<file path="config.mk">
export PLATFORM = sky130hd
export DESIGN_NAME = uart_tx_with_parity
export DESIGN_NICKNAME = d
export VERILOG_FILES = /design/src/rtl/uart_pkg.sv /design/src/rtl/uart_baud_counter.sv /design/src/rtl/uart_tx_with_parity.sv
export SDC_FILE = /design/constraint.sdc
export NUM_CORES = 1
export LEC_CHECK = 0
export BUFFER_PORTS_ARGS = -buffer_cell sky130_fd_sc_hd__buf_2
export CAP_MARGIN = 20
export CORE_ASPECT_RATIO = 1.75
export CORE_UTILIZATION = 25
export DETAILED_ROUTE_END_ITERATION = 16
export GPL_ROUTABILITY_DRIVEN = 0
export PLACE_DENSITY_LB_ADDON = 0.12
export SYNTH_ARGS = -nofsm -noshare
export SYNTH_HDL_FRONTEND = slang
export SYNTH_HIERARCHICAL = 1
export SYNTH_SLANG_ARGS = --single-unit
</file>
<file path="constraint.sdc">
create_clock -name clk -period 2.1 [get_ports clk]
set_input_delay 0.105 -clock clk [delete_from_list [all_inputs] [get_ports clk]]
set_output_delay 0.105 -clock clk [all_outputs]
set_load 0.03 [all_outputs]
</file>
<file path="src/rtl/uart_pkg.sv">
// Shared UART definitions: frame state encoding, counter sizing and parity helper.
// Imported by the transmitter, the baud counter and the matching receiver.
package uart_pkg;

  typedef enum logic [2:0] {
    IDLE,
    START,
    DATA,
    PARITY,
    END
  } uart_state_e;

  // Counters are never narrower than one bit, even for a count range of 1.
  function automatic int cnt_width(input int n);
    return (n > 2) ? $clog2(n) : 1;
  endfunction

  function automatic logic parity_of(input logic [63:0] word, input logic odd);
    return (^word) ^ odd;
  endfunction

endpackage

</file>
<file path="src/rtl/uart_baud_counter.sv">
// Bit-period timer: counts 0..CLOCKS_PER_PULSE-1 while enabled, wraps, and flags the last cycle.
// Written to be shared between the transmitter and the receiver.
module uart_baud_counter
  import uart_pkg::*;
#(
  parameter int CLOCKS_PER_PULSE = 4
) (
  input  logic                                 clk,
  input  logic                                 rstn,
  input  logic                                 en,
  input  logic                                 clr,
  output logic [cnt_width(CLOCKS_PER_PULSE)-1:0] count,
  output logic                                 tick
);

  localparam int CW = cnt_width(CLOCKS_PER_PULSE);
  localparam logic [CW-1:0] LAST = CW'(CLOCKS_PER_PULSE - 1);

  logic [CW-1:0] count_reg;

  always_ff @(posedge clk or negedge rstn) begin
    if (!rstn) begin
      count_reg <= '0;
    end else if (clr) begin
      count_reg <= '0;
    end else if (en) begin
      count_reg <= (count_reg == LAST) ? '0 : count_reg + CW'(1);
    end
  end

  assign count = count_reg;
  assign tick  = en && (count_reg == LAST);

endmodule

</file>
<file path="src/rtl/uart_tx_with_parity.sv">
// Packet-to-serial UART transmitter: splits a W_IN-bit packet into frames of
// start, LSB-first data, parity and stop bits, least-significant word first.
module uart_tx_with_parity
  import uart_pkg::*;
#(
  parameter int CLOCKS_PER_PULSE = 4,
  parameter int BITS_PER_WORD    = 8,
  parameter int W_IN             = 16,
  parameter int PARITY_ODD       = 0
) (
  input  logic            clk,
  input  logic            rstn,
  input  logic            s_valid,
  output logic            s_ready,
  input  logic [W_IN-1:0] s_data,
  output logic            tx,
  output logic            busy
);

  localparam int NUM_WORDS = W_IN / BITS_PER_WORD;
  localparam int CCW       = cnt_width(CLOCKS_PER_PULSE);
  localparam int CBW       = cnt_width(BITS_PER_WORD);
  localparam int CWW       = cnt_width(NUM_WORDS);
  localparam logic [CBW-1:0] LAST_BIT  = CBW'(BITS_PER_WORD - 1);
  localparam logic [CWW-1:0] LAST_WORD = CWW'(NUM_WORDS - 1);
  localparam logic           ODD       = (PARITY_ODD != 0);

  uart_state_e     state_reg, state_next;
  logic [W_IN-1:0] shift_reg, shift_next;
  logic [CBW-1:0]  c_bits_reg, c_bits_next;
  logic [CWW-1:0]  c_words_reg, c_words_next;
  logic            par_reg, par_next;
  logic            tx_reg, tx_next;
  logic            s_ready_reg, busy_reg;

  logic            accept;
  logic            tick;
  logic [CCW-1:0]  c_clocks;

  uart_baud_counter #(
    .CLOCKS_PER_PULSE(CLOCKS_PER_PULSE)
  ) u_baud (
    .clk  (clk),
    .rstn (rstn),
    .en   (state_reg != IDLE),
    .clr  (accept),
    .count(c_clocks),
    .tick (tick)
  );

  assign accept = (state_reg == IDLE) && s_valid && s_ready_reg;

  always_comb begin
    state_next   = state_reg;
    shift_next   = shift_reg;
    c_bits_next  = c_bits_reg;
    c_words_next = c_words_reg;
    par_next     = par_reg;

    case (state_reg)
      IDLE: begin
        if (accept) begin
          shift_next   = s_data;
          c_bits_next  = '0;
          c_words_next = '0;
          par_next     = 1'b0;
          state_next   = START;
        end
      end
      START: begin
        if (tick) state_next = DATA;
      end
      DATA: begin
        if (tick) begin
          shift_next = shift_reg >> 1;
          par_next   = par_reg ^ shift_reg[0];
          if (c_bits_reg == LAST_BIT) begin
            c_bits_next = '0;
            state_next  = PARITY;
          end else begin
            c_bits_next = c_bits_reg + CBW'(1);
          end
        end
      end
      PARITY: begin
        if (tick) state_next = END;
      end
      END: begin
        if (tick) begin
          if (c_words_reg != LAST_WORD) begin
            c_words_next = c_words_reg + CWW'(1);
            par_next     = 1'b0;
            state_next   = START;
          end else begin
            c_words_next = '0;
            state_next   = IDLE;
          end
        end
      end
      default: state_next = IDLE;
    endcase
  end

  // tx is registered from the next state so each bit lands exactly on its period boundary.
  always_comb begin
    tx_next = 1'b1;
    case (state_next)
      START:   tx_next = 1'b0;
      DATA:    tx_next = shift_next[0];
      PARITY:  tx_next = parity_of(64'(par_next), ODD);
      default: tx_next = 1'b1;
    endcase
  end

  always_ff @(posedge clk or negedge rstn) begin
    if (!rstn) begin
      state_reg   <= IDLE;
      shift_reg   <= '0;
      c_bits_reg  <= '0;
      c_words_reg <= '0;
      par_reg     <= 1'b0;
      tx_reg      <= 1'b1;
      s_ready_reg <= 1'b1;
      busy_reg    <= 1'b0;
    end else begin
      state_reg   <= state_next;
      shift_reg   <= shift_next;
      c_bits_reg  <= c_bits_next;
      c_words_reg <= c_words_next;
      par_reg     <= par_next;
      tx_reg      <= tx_next;
      s_ready_reg <= (state_next == IDLE);
      busy_reg    <= (state_next != IDLE);
    end
  end

  assign tx      = tx_reg;
  assign s_ready = s_ready_reg;
  assign busy    = busy_reg;

endmodule
</file>
==> impl_metrics.yaml, run 1 <==
worst_setup_path:
  cp_slowest_cell: "dfrtp_1"
  crit_required_ns: 2.28
  ff2ff_setup_slack_ns: 0.20
  cp-end-kind: "flop"
  critical_path_class: "reg2reg"
  max_stage_delay_ns: 0.45
  crit_family: "compound AO/OA/AOI/OAI gates"
  critPathMaxFanout: 10
  crit_buf_inv: 1
  crit_chain: "nor3_2, inv_1, and2_2, a21bo_2, a21oi_1, o311a_1, o22ai_1"
  critical_path_arrival_ns: 2.08
  start_kind: "flop"
  r2r_start: "state_reg[2]"
  crit_start: "state_reg[2]"
synth:
  synth_nets: 163
  synth_edf_count: 0
  ys_seq_elements: 29
  yosysUniqueCellTypes: 36
  ys_warn_count: 6
  synth_cells: 141
  netlist_area_sq_um: 1410
  avgSynthCellArea_sq_um: 9.97
  seq_area_frac_synth_pct: 51.8
  ys.flop_type: "dfrtp_1"
  synthArstFlopShare_pct: 100
sta:
  worst_clock_skew_ns: 0.00487
  clock.fmax_mhz: 525
  finalHoldViolCount: 0
  slew_viol_final: 0
  setup_tns_ns: 0
  max_slew_margin_pct: 54.0
  tightest_slew_ns: 0.689
  period_needed_ns: 1.90
  period_share_pct: 90.7
  rsz0062_at_grt: "false"
  setup_viol: 0
routing:
  vias: 1120
  drtAntennaViolNets: 0
  drtIter0Drc: 11
  vias_per_cell: 4.61
  dr.pass1.iters: 4
  wl_per_cell_um: 12.8
  wl_um: 3110
  route.detailed.drc: 0
cts:
  cts_buffer_depth: 2
  cts_root_buffer: "clkbuf_8"
  tritoncts: "yes"
  htree_levels: 2
  cts_inserted_buffers: 5
  clk_pin_slew_ns: 0.06
  clk_latency_ns: 0.27
  clock_sinks: 29
global_route:
  grt_pass1_wl_um: 5290
  grt_max_degree: 30
  grt_antenna_before_repair: 0
  track_usage_pct: 11.9
  grt_overflow: 0
  grt_pass1_vias: 1166
floorplan:
  die-area_sq_um: 5940
  core_area_sq_um: 5340
  io_pins: 22
  rows: 35
  die_w_um: 58.7
  start_util_pct: 26.3
  die_h_um: 101
cells_and_area:
  area_delta_synth_final_pct: 21.5
  layout-drive-gt1-share_pct: 27.8
  final_nets: 190
  n_fill_cell: 598
  utilization_pct: 31.9
  multiInputGateArea_sq_um: 606
  diodes: 0
  largest_reg_flops: 16
  seq_area_sq_um: 728
  final_area_sq_um: 1710
placement:
  port-buffer-count: 21
  place_hpwl_um: 2150
  post_dp_cell_area_sq_um: 1590
worst_hold_path:
  min_path_type: "in2reg"
  min-delay-start: "s_data[15]"
power_and_ir_drop:
  p_leak_nw: 0.823
  irDropWorstVdd_mv: 0.565
  cellPowerDensity_nw_per_um2: 1400
  power_mw: 2.38
run:
  maxCapViolCount: 0
run_status:
  status: "completed"
layer usage:
layer | GRT usage (%) | share of wire, % | up-vias
li1 | - | - | 546
met1 | 13.0 | 42 | 543
met2 | 21.8 | 53 | 27
met3 | 2.68 | 3.5 | 4
met4 | 4.40 | 1.0 | 0
met5 | 0 | 0 | -
timing repair:
item,4_1_cts,5_1_grt
setup buffers,0,0
hold endpoints to repair,27,0
hold buffers,1,0
setup endpoints to repair,0,2
gates resized for setup,0,1
tightest hold or removal path: cells and delay by family:
family | cells | cell delay [ns]
and+or+nand+nor | 1 | 0.03
buffers and inverters | 1 | 0.08
AOI/OAI and AO/OA | 1 | 0.06
cell usage after synthesis (3+ instances only):
library cell	number	share of area, %
a22oi_1	14	7.5
nand2b_1	3	1.3
buf_2	4	1.4
dfrtp_1	27	48
buf_4	3	1.6
ha_1	3	2.7
nor2_1	4	1.1
nand2_1	36	9.6
inv_1	4	1.1
o21ai_0	5	1.8
report_power, final:
part	internal, mW	switching, mW
Combinational	0.401	0.530
Clock	0.296	0.204
Sequential	0.818	0.134
Total	1.51	0.867
area by class of cell:
| cell class | count | share of cell area, % |
|---|---|---|
| Sequential cell | 29 | 42.7 |
| Multi-Input combinational cell | 99 | 35.5 |
| Tap cell | 74 | 5.43 |
| Inverter | 5 | 1.10 |
| Timing Repair Buffer | 28 | 9.38 |
| Clock inverter | 1 | 0.293 |
| Clock buffer | 7 | 5.65 |
per-stage QoR:
step | instances | worst slack [ns] | hold slack, ns
after floorplan | 141 | 0.0913 | -0.191
after global placement | 234 | 0.222 | 0.203
after detailed placement | 234 | 0.177 | 0.201
after CTS | 243 | 0.177 | 0.0319
after global routing | 243 | 0.0270 | 0.0477
final | 243 | 0.196 | 0.0432
cell usage in the layout (no fill, tap or decap), drive strengths merged:
cell type    count
dfstp            2
o31ai            2
a22o             2
dlygate4sd3      1
or3b             2
a31o             1
o311a            1
dfrtp           27
nor3             3
or2              1
a32oi            1
nor2b            1
nand3b           2
buf             27
nor4             1
nand2           36
ha               3
a22oi           14
a21oi            4
mux2i            2
a221oi           1
clkinv           1
a21bo            2
and4bb           1
nand2b           3
or3              1
nor3b            1
nor2             4
inv              5
o22ai            2
clkbuf           7
and2             3
o21ai            5
kinds of logic after synthesis:
kind of cell,count (synthesis),synth area share (%)
buffers and inverters,13,5.16
AO/OA/AOI/OAI,35,18.4
multiplexers,2,1.42
AND/OR/NAND/NOR,59,20.5
flip-flops,29,51.8
adder cells (fa/ha/maj),3,2.67
worst paths after layout:
| check | end | depth (start not counted) |
|---|---|---|
| max | tx | 7 |
| min | shift_reg[15] | 3 |
| max reg2reg | tx | 7 |
| min reg2reg | shift_reg[4] | 2 |
| max in group asynchronous | busy | 2 |
| min in group asynchronous | u_baud/count[1] | 2 |
Note: power is estimated with default switching activity, not from simulation.
==> inputs of run 2 (changes only) <==
--- a/config.mk
+++ b/config.mk
@@ -5,13 +5,13 @@
 export SDC_FILE = /design/constraint.sdc
 export NUM_CORES = 1
 export LEC_CHECK = 0
+export ABC_AREA = 1
 export BUFFER_PORTS_ARGS = -buffer_cell sky130_fd_sc_hd__buf_2
 export CAP_MARGIN = 20
 export CORE_ASPECT_RATIO = 1.75
 export CORE_UTILIZATION = 25
 export DETAILED_ROUTE_END_ITERATION = 16
 export GPL_ROUTABILITY_DRIVEN = 0
-export PLACE_DENSITY_LB_ADDON = 0.12
 export SYNTH_ARGS = -nofsm -noshare
 export SYNTH_HDL_FRONTEND = slang
 export SYNTH_HIERARCHICAL = 1
==> run 2 against run 1 <==
- sequential cell count did not move
- via count rose by 5.4%
- hold slack got worse by 0.0098 ns
- total power fell by 24%
- cell count rose by 12%
- register-to-register slack improved by 0.12 ns
- count of clock-buffer cells in the layout fell by 1
- first-iteration DRC count rose to 3.0 times the previous value
- routed wire length fell by 0.58%
- largest power group unchanged
==> impl_metrics.yaml, run 2 <==
run_status:
  status: "completed"
global_route:
  met3_usage_pct: 3.42
  grt_max_degree: 30
  grt_overflow: 0
  gr-max-usage-layer: "met2"
  grt_antenna_before_repair: 0
  gr-usage-met1_pct: 12.5
  gr-usage-met2_pct: 21.5
  track_usage_pct: 12.1
  grt_pass1_vias: 1242
  grt_pass1_wl_um: 5410
cts:
  htree_levels: 2
  clk_latency_ns: 0.29
  clk_pin_slew_ns: 0.07
  tritoncts: "yes"
  cts_inserted_buffers: 5
  cts_buffer_depth: 2
  cts_setup_buffers: 0
  cts_root_buffer: "clkbuf_8"
  clock_sinks: 29
sta:
  max_slew_margin_pct: 56.1
  clock.fmax_mhz: 561
  setup_tns_ns: 0
  tightest_slew_ns: 0.658
  period_share_pct: 84.9
  worst_clock_skew_ns: 0.00843
  finalHoldViolCount: 0
  period_needed_ns: 1.78
  whs_ns: 0.0333
  rsz0062_at_grt: "false"
  setup_viol: 0
  slew_viol_final: 0
power_and_ir_drop:
  intPower_mw: 1.23
  p_leak_nw: 0.935
  irDropWorstVdd_mv: 0.523
  cellPowerDensity_nw_per_um2: 1030
  p_clk_share_pct: 33.9
  seqPwrFrac_pct: 39.7
  combPwrFrac_pct: 26.4
  switching_power_uw: 585
  p_sw_share_pct: 32.2
floorplan:
  core_area_sq_um: 5540
  io_pins: 22
  rows: 36
  die-area_sq_um: 6080
  die_h_um: 102
  start_util_pct: 26.0
  die_w_um: 59.4
routing:
  wl_per_cell_um: 11.4
  route.detailed.drc: 0
  wl_um: 3090
  drtAntennaViolNets: 0
  vias: 1181
  dr.pass1.iters: 4
  vias_per_cell: 4.34
  drtIter0Drc: 33
worst_setup_path:
  cp_slowest_cell: "dfrtp_1"
  ff2ff_setup_slack_ns: 0.32
  start_kind: "flop"
  crit_required_ns: 2.32
  cpMostUsedCell: "nand3_1"
  critical_path_arrival_ns: 2.01
  crit_chain: "nor2_4, nand2_2, nand2_1, inv_1, inv_1, nor2_1, nand3_1, nand2_1, a21oi_2, buf_4, nand3_1, nand3_1"
  critical_path_class: "reg2reg"
  critPathMaxFanout: 7
  max_stage_delay_ns: 0.47
  cp-end-kind: "flop"
synth:
  synthArstFlopShare_pct: 100
  ys_seq_elements: 29
  netlist_top_cells_count: "nand2_1, dfrtp_1, a22oi_1, nand3_1, inv_1"
  ys.flop_type: "dfrtp_1"
  synth_top_cell_by_area: "dfrtp_1"
  synth_nets: 188
  yosys-top-cells-area: "dfrtp_1, nand2_1, a22oi_1"
  avgSynthCellArea_sq_um: 8.67
  netlist_area_sq_um: 1440
  synth_cells: 166
  ys_warn_count: 6
  yosysMostFrequentCell: "nand2_1"
  yosysUniqueCellTypes: 24
  yosysTopAreaCellShare_pct: 47.0
  seq_area_frac_synth_pct: 50.6
  synth_edf_count: 0
cells_and_area:
  largest_reg_flops: 16
  n_fill_cell: 584
  layout_common_cells: "nand2_1, dfrtp_1, buf_2"
  multiInputGateArea_sq_um: 619
  seq_area_sq_um: 728
  mostFrequentLayoutCell: "nand2_1"
  stdcell_count: 272
  layout-drive-gt1-share_pct: 25.0
  final_nets: 217
  area_delta_synth_final_pct: 22.6
  diodes: 0
placement:
  port-buffer-count: 21
  dpl.cell_count: 263
  place_hpwl_um: 2240
run:
  maxCapViolCount: 0
worst_hold_path:
  min_path_type: "in2reg"
run 2: cells by family (layout without fill, tap and decap cells):
group / Yosys count / after routing / share of synthesized area [%]
AOI/OAI and AO/OA: 22 / 22 / 10.9
adders and majority gates: 3 / 3 / 2.61
buffers and inverters: 19 / 49 / 6.35
DFF: 29 / 29 / 50.6
and+or+nand+nor: 93 / 93 / 29.6
run 2: worst max-delay path, delay by kind of cell, from the launching register on:
| kind | cells | cell delay (ns) |
|---|---|---|
| DFF | 1 | 0.47 |
| and+or+nand+nor | 8 | 0.73 |
| AOI/OAI and AO/OA | 1 | 0.16 |
| buffers and inverters | 3 | 0.37 |
run 2: metal layers:
| metal | routed length (um) | up-vias |
|---|---|---|
| li1 | - | 601 |
| met1 | 1290 | 550 |
| met2 | 1610 | 22 |
| met3 | 98 | 8 |
| met4 | 90 | 0 |
| met5 | 0 | - |
run 2: final timing paths:
path,end,cells past startpoint,startpoint
worst max-delay path,tx,12,state_reg[1]
worst min-delay path,shift_reg[15],2,s_data[15]
worst max register to register,tx,12,state_reg[1]
worst min register to register,shift_reg[1],2,shift_reg[1]
max in group asynchronous,c_words_reg,2,rstn
min in group asynchronous,shift_reg[2],2,rstn
run 2: layout make-up:
class	count	area share (%)
Timing Repair Buffer	26	8.23
Clock buffer	6	4.68
Tap cell	76	5.39
Multi-Input combinational cell	118	35.1
Clock inverter	2	2.13
Sequential cell	29	41.3
Inverter	15	3.19
run 2: power by group through the flow:
stage / clock network, mW / logic (mW) / registers [mW]
3_3_place_gp: 0 / 0.478 / 0.733
4_1_cts: 0.625 / 0.495 / 0.723
5_1_grt: 0.646 / 0.549 / 0.735
6_report: 0.616 / 0.481 / 0.721
2_1_floorplan: 0 / 0.336 / 0.754
3_5_place_dp: 0 / 0.490 / 0.733
run 2: repair_timing:
action	in CTS	in global routing
hold endpoints to repair	27	0
gates resized for setup	0	0
hold buffers	1	0
run 2: stage by stage:
step                      cell area (sq um)  setup WS [ns]  power (mW)  utilization [%]
after floorplan                        1440          0.371        1.09                -
after global placement                 1630          0.360        1.21             29.5
after detailed placement               1630          0.345        1.22             29.5
after CTS                              1760          0.310        1.84             31.8
after global routing                   1760         0.0820        1.93             31.8
final                                  1760          0.317        1.82             31.8
